**config.mk**
```make
export PLATFORM = sky130hd
export DESIGN_NAME = piso_tx
export DESIGN_NICKNAME = d
export VERILOG_FILES = /design/src/rtl/serial_pkg.sv /design/src/rtl/piso_tx.sv
export SDC_FILE = /design/constraint.sdc
export NUM_CORES = 1
export LEC_CHECK = 0
export CORE_ASPECT_RATIO = 1.75
export CORE_MARGIN = 5
export CORE_UTILIZATION = 30
export DETAILED_ROUTE_END_ITERATION = 10
export PLACE_DENSITY = 0.59
export RECOVER_POWER = 100
export REMOVE_ABC_BUFFERS = 1
export SYNTH_ARGS = -nofsm -noshare
export SYNTH_HDL_FRONTEND = slang
export SYNTH_SLANG_ARGS = --single-unit
export TNS_END_PERCENT = 5
```
**constraint.sdc**
```tcl
create_clock -name sr_clk -period 3.8 [get_ports sr_clk]
set_clock_uncertainty 0.15 [all_clocks]
set_input_delay 1.14 -clock sr_clk [delete_from_list [all_inputs] [get_ports sr_clk]]
set_output_delay 1.14 -clock sr_clk [all_outputs]
set_load 0.005 [all_outputs]
```
**src/rtl/serial_pkg.sv**
```systemverilog
// Shared serial-link definitions.
// Used by the transmit and receive sides.
package serial_pkg;

    localparam int   DATA_BITS  = 8;
    localparam logic IDLE_LEVEL = 1'b1;

    typedef enum logic [1:0] {
        IDLE,
        START,
        DATA,
        STOP
    } ser_state_e;

endpackage

```
**src/rtl/piso_tx.sv**
```systemverilog
// Parallel-in serial-out transmitter.
// Holding register feeds a shift register; one bit per sr_clk.
module piso_tx
    import serial_pkg::*;
#(
    parameter int STOP_BITS = 1
) (
    input  logic                 sr_clk,
    input  logic                 reset,
    input  logic [DATA_BITS-1:0] data_in,
    input  logic                 load,
    output logic                 ready,
    output logic                 data_out,
    output logic                 busy,
    output logic                 tx_done
);

    localparam logic       STOP_LAST = (STOP_BITS == 2);
    localparam logic [2:0] CNT_LAST  = 3'(DATA_BITS - 1);

    ser_state_e           state, state_n;
    logic [DATA_BITS-1:0] hold_reg;
    logic                 hold_full;
    logic [DATA_BITS-1:0] shift_reg, shift_n;
    logic [2:0]           bit_cnt, cnt_n;
    logic                 stop_cnt, stop_n;
    logic                 line_n;
    logic                 take;

    assign ready   = ~hold_full;
    assign busy    = (state != IDLE);
    assign tx_done = (state == STOP) && (stop_cnt == STOP_LAST);

    always_comb begin
        state_n = state;
        shift_n = shift_reg;
        cnt_n   = bit_cnt;
        stop_n  = stop_cnt;
        line_n  = IDLE_LEVEL;
        take    = 1'b0;
        unique case (state)
            IDLE: begin
                if (hold_full) begin
                    state_n = START;
                    shift_n = hold_reg;
                    line_n  = 1'b0;
                    take    = 1'b1;
                end
            end
            START: begin
                state_n = DATA;
                cnt_n   = 3'd0;
                line_n  = shift_reg[0];
                shift_n = shift_reg >> 1;
            end
            DATA: begin
                if (bit_cnt == CNT_LAST) begin
                    state_n = STOP;
                    stop_n  = 1'b0;
                    line_n  = IDLE_LEVEL;
                end else begin
                    cnt_n   = bit_cnt + 3'd1;
                    line_n  = shift_reg[0];
                    shift_n = shift_reg >> 1;
                end
            end
            STOP: begin
                if (stop_cnt == STOP_LAST) begin
                    cnt_n = 3'd0;
                    // a waiting byte starts with no idle gap
                    if (hold_full) begin
                        state_n = START;
                        shift_n = hold_reg;
                        line_n  = 1'b0;
                        take    = 1'b1;
                    end else begin
                        state_n = IDLE;
                    end
                end else begin
                    stop_n = 1'b1;
                end
            end
            default: state_n = IDLE;
        endcase
    end

    always_ff @(posedge sr_clk or posedge reset) begin
        if (reset) begin
            state     <= IDLE;
            shift_reg <= '0;
            bit_cnt   <= 3'd0;
            stop_cnt  <= 1'b0;
            data_out  <= IDLE_LEVEL;
        end else begin
            state     <= state_n;
            shift_reg <= shift_n;
            bit_cnt   <= cnt_n;
            stop_cnt  <= stop_n;
            data_out  <= line_n;
        end
    end

    always_ff @(posedge sr_clk or posedge reset) begin
        if (reset) begin
            hold_reg  <= '0;
            hold_full <= 1'b0;
        end else if (take) begin
            hold_full <= 1'b0;
        end else if (load && !hold_full) begin
            hold_reg  <= data_in;
            hold_full <= 1'b1;
        end
    end

endmodule

```
==> run metrics <==
post-detail-place hpwl=approximately 1.5 mm; Slew Limit Fails=0; Pwr Total=~1.1 mW; WHS=335 ps; most frequent CP cell=inv_1; IO Pins=15; die width=57.2 um; LEAKAGE=around 0.60 nW; Worst-path clk slew=about 80 ps; fill count=between 400 and 500; Antenna Cells=0; initial drt markers=6; vias in the first global route=about 750; Setup crit start kind=flop; flops & latches, synth=23; Synth top area share=0.472; deepest clock path buffer count=2; core area=roughly 3800 um2; sequential cell area=slightly below 600 um2; maximum vdd drop=0.319 mV; Post-Route WL=1.97 mm; DRT Pass-1 Iters=2; Critical Path RT=around 2500 ps; CTS tree=built; first-pass GRT wire length=between 3 and 4 mm; worst r2r src=state[0]; post-synthesis sequential area ratio=0.494; # port buffers=14; crit path kind=reg2out; Nets=~130; Tmin final=2890 ps; Clk Tree Root Cell=clkbuf_8; Die ar.=around 5300 um2; setup violators final=0; status=finished, final reports clean; period utilization=0.761; gr usage total=0.0811; Sum Neg Setup Slack=0 ps; PwrDens=~840 nW/um2; Final ANT Viol Nets=0; Slew @ Worst Pin=959 ps; Hold Fails Final Rpt=0; Slowest-stage cell, CP=dlygate4sd3_1; Max transition margin=0.361; DR vias=between 700 and 800; effective utilization at floorplan=0.305; WL per Instance=12.2 um; Area Overhead vs Synth=14.8%; unrepaired setup endpoints after global routing=false; synth unique cells=23; Die H=~93 um; total global routing overflow=0; largest net degree at the start of global routing=24; Gate Count Post-Synth=98; # rows=30; ratio of cells with drive above 1 in the final layout=0.0708; Synth area leaders=dfrtp_1 (47%), mux2_4 (12%), mux2i_1 (7.7%); H-tree depth=1; Vias per Instance=between 4 and 5; worst-path maximum fanout=4; cts bufs inserted=3; cell chain of the critical path=inv_1 -> ha_1 -> inv_1 -> dlygate4sd3_1; # hold bufs at CTS=0; crit path from=state[0]; initial antenna violation count=0; area of the multi-input gates=around 490 um2; Worst Hold Launch=shift_reg[0]; Synth warnings=0; GPL Wtd Cong=approximately 0.74; TritonCTS Sinks=23; remaining routing DRC violations=0; post-CTS setup buffer count=0; Clock Latency Late Sink=approximately 260 ps; Hold Crit Class=reg2reg; Post-Synthesis Cell Area=between 1000 and 1500 um2; Mapped Avg Cell Area=between 10 and 15 um2; fmax=between 300 and 400 MHz; Crit. End Element=primary output; Max Cap Violations=0; CP peak stage delay=around 560 ps; crit path DAT=1600 ps; dominant cell type by area after synthesis=dfrtp_1; cts repair resizes=0
## cell type report
cell class,instances,share of cell area
Timing Repair Buffer,15,0.107
Clock inverter,1,0.00373
Multi-Input combinational cell,65,0.366
Clock buffer,3,0.0308
Tap cell,48,0.0448
Inverter,6,0.0168
Sequential cell,23,0.430
## final timing paths
check | endpoint | slack (ps) | depth (start not counted)
min | shift_reg[0] | 340 | 2
max | busy | 910 | 4
min in group asynchronous | state[1] | 1350 | 2
min reg2reg | shift_reg[0] | 340 | 2
max in group asynchronous | hold_reg[0] | 1610 | 2
max reg2reg | shift_reg[5] | 1360 | 4
## cell usage in the layout (no fill, tap or decap), types with 3 or more instances in the layout
master,instances
o21ai_0,9
clkbuf_8,3
mux2_1,9
nor2_1,4
dlygate4sd3_1,5
nand2_1,12
ha_1,7
clkdlybuf4s50_1,9
dfrtp_1,22
nand2b_1,3
a31o_2,3
mux2i_1,9
inv_1,6
## metal layers
metal,GRT usage,vias to the layer above,share of wire
li1,-,361,-
met1,0.0918,358,0.43
met2,0.139,9,0.53
met3,0.0195,2,0.028
met4,0.0387,0,0.0086
met5,0,-,0
## cells by family (layout without fill, tap and decap cells)
family	after synthesis	after routing	share of synthesized area
XOR/XNOR	1	1	0.00750
adder cells (fa/ha/maj)	7	7	0.0750
flip-flops	23	23	0.494
AND/OR/NAND/NOR	21	21	0.0772
buffers and inverters	10	25	0.0514
multiplexers	18	18	0.193
AO/OA/AOI/OAI	18	18	0.102
## cells in the mapped netlist
cell type / n
mux2_4: 9
nand3_1: 1
xnor2_1: 1
o21ai_1: 8
nor2_1: 4
nand2b_1: 3
o31ai_1: 1
a31o_2: 3
nand2_1: 12
dfrtp_1: 22
o2bb2ai_2: 1
clkbuf_4: 1
o21ai_0: 2
dfstp_2: 1
a21oi_1: 1
inv_1: 6
ha_1: 7
o21a_1: 1
nor2b_1: 1
a21o_1: 1
mux2i_1: 9
buf_4: 1
buf_6: 2
## per-stage QoR
step / setup WS [ps] / instance area, um2 / util / instances
after global routing: 818 / 1340 / 0.350 / 161
after floorplan: 1390 / 1130 / - / 94
after global placement: 1260 / 1340 / 0.349 / 157
final: 907 / 1340 / 0.350 / 161
after detailed placement: 1260 / 1340 / 0.349 / 157
after CTS: 965 / 1380 / 0.361 / 161
## power by group
part / internal, mW / total [mW] / switching, mW
registers: 0.376 / 0.451 / 0.0745
logic: 0.256 / 0.528 / 0.272
clock network: 0.0730 / 0.148 / 0.0751
total: 0.705 / 1.13 / 0.422
## critical path, delay by kind of cell, from the launching register on
| kind | cells | cell delay [ps] |
|---|---|---|
| buffers and inverters | 3 | 740 |
| adders and majority gates | 1 | 190 |
| DFF | 1 | 420 |
Power figures use the tool's default switching activity.
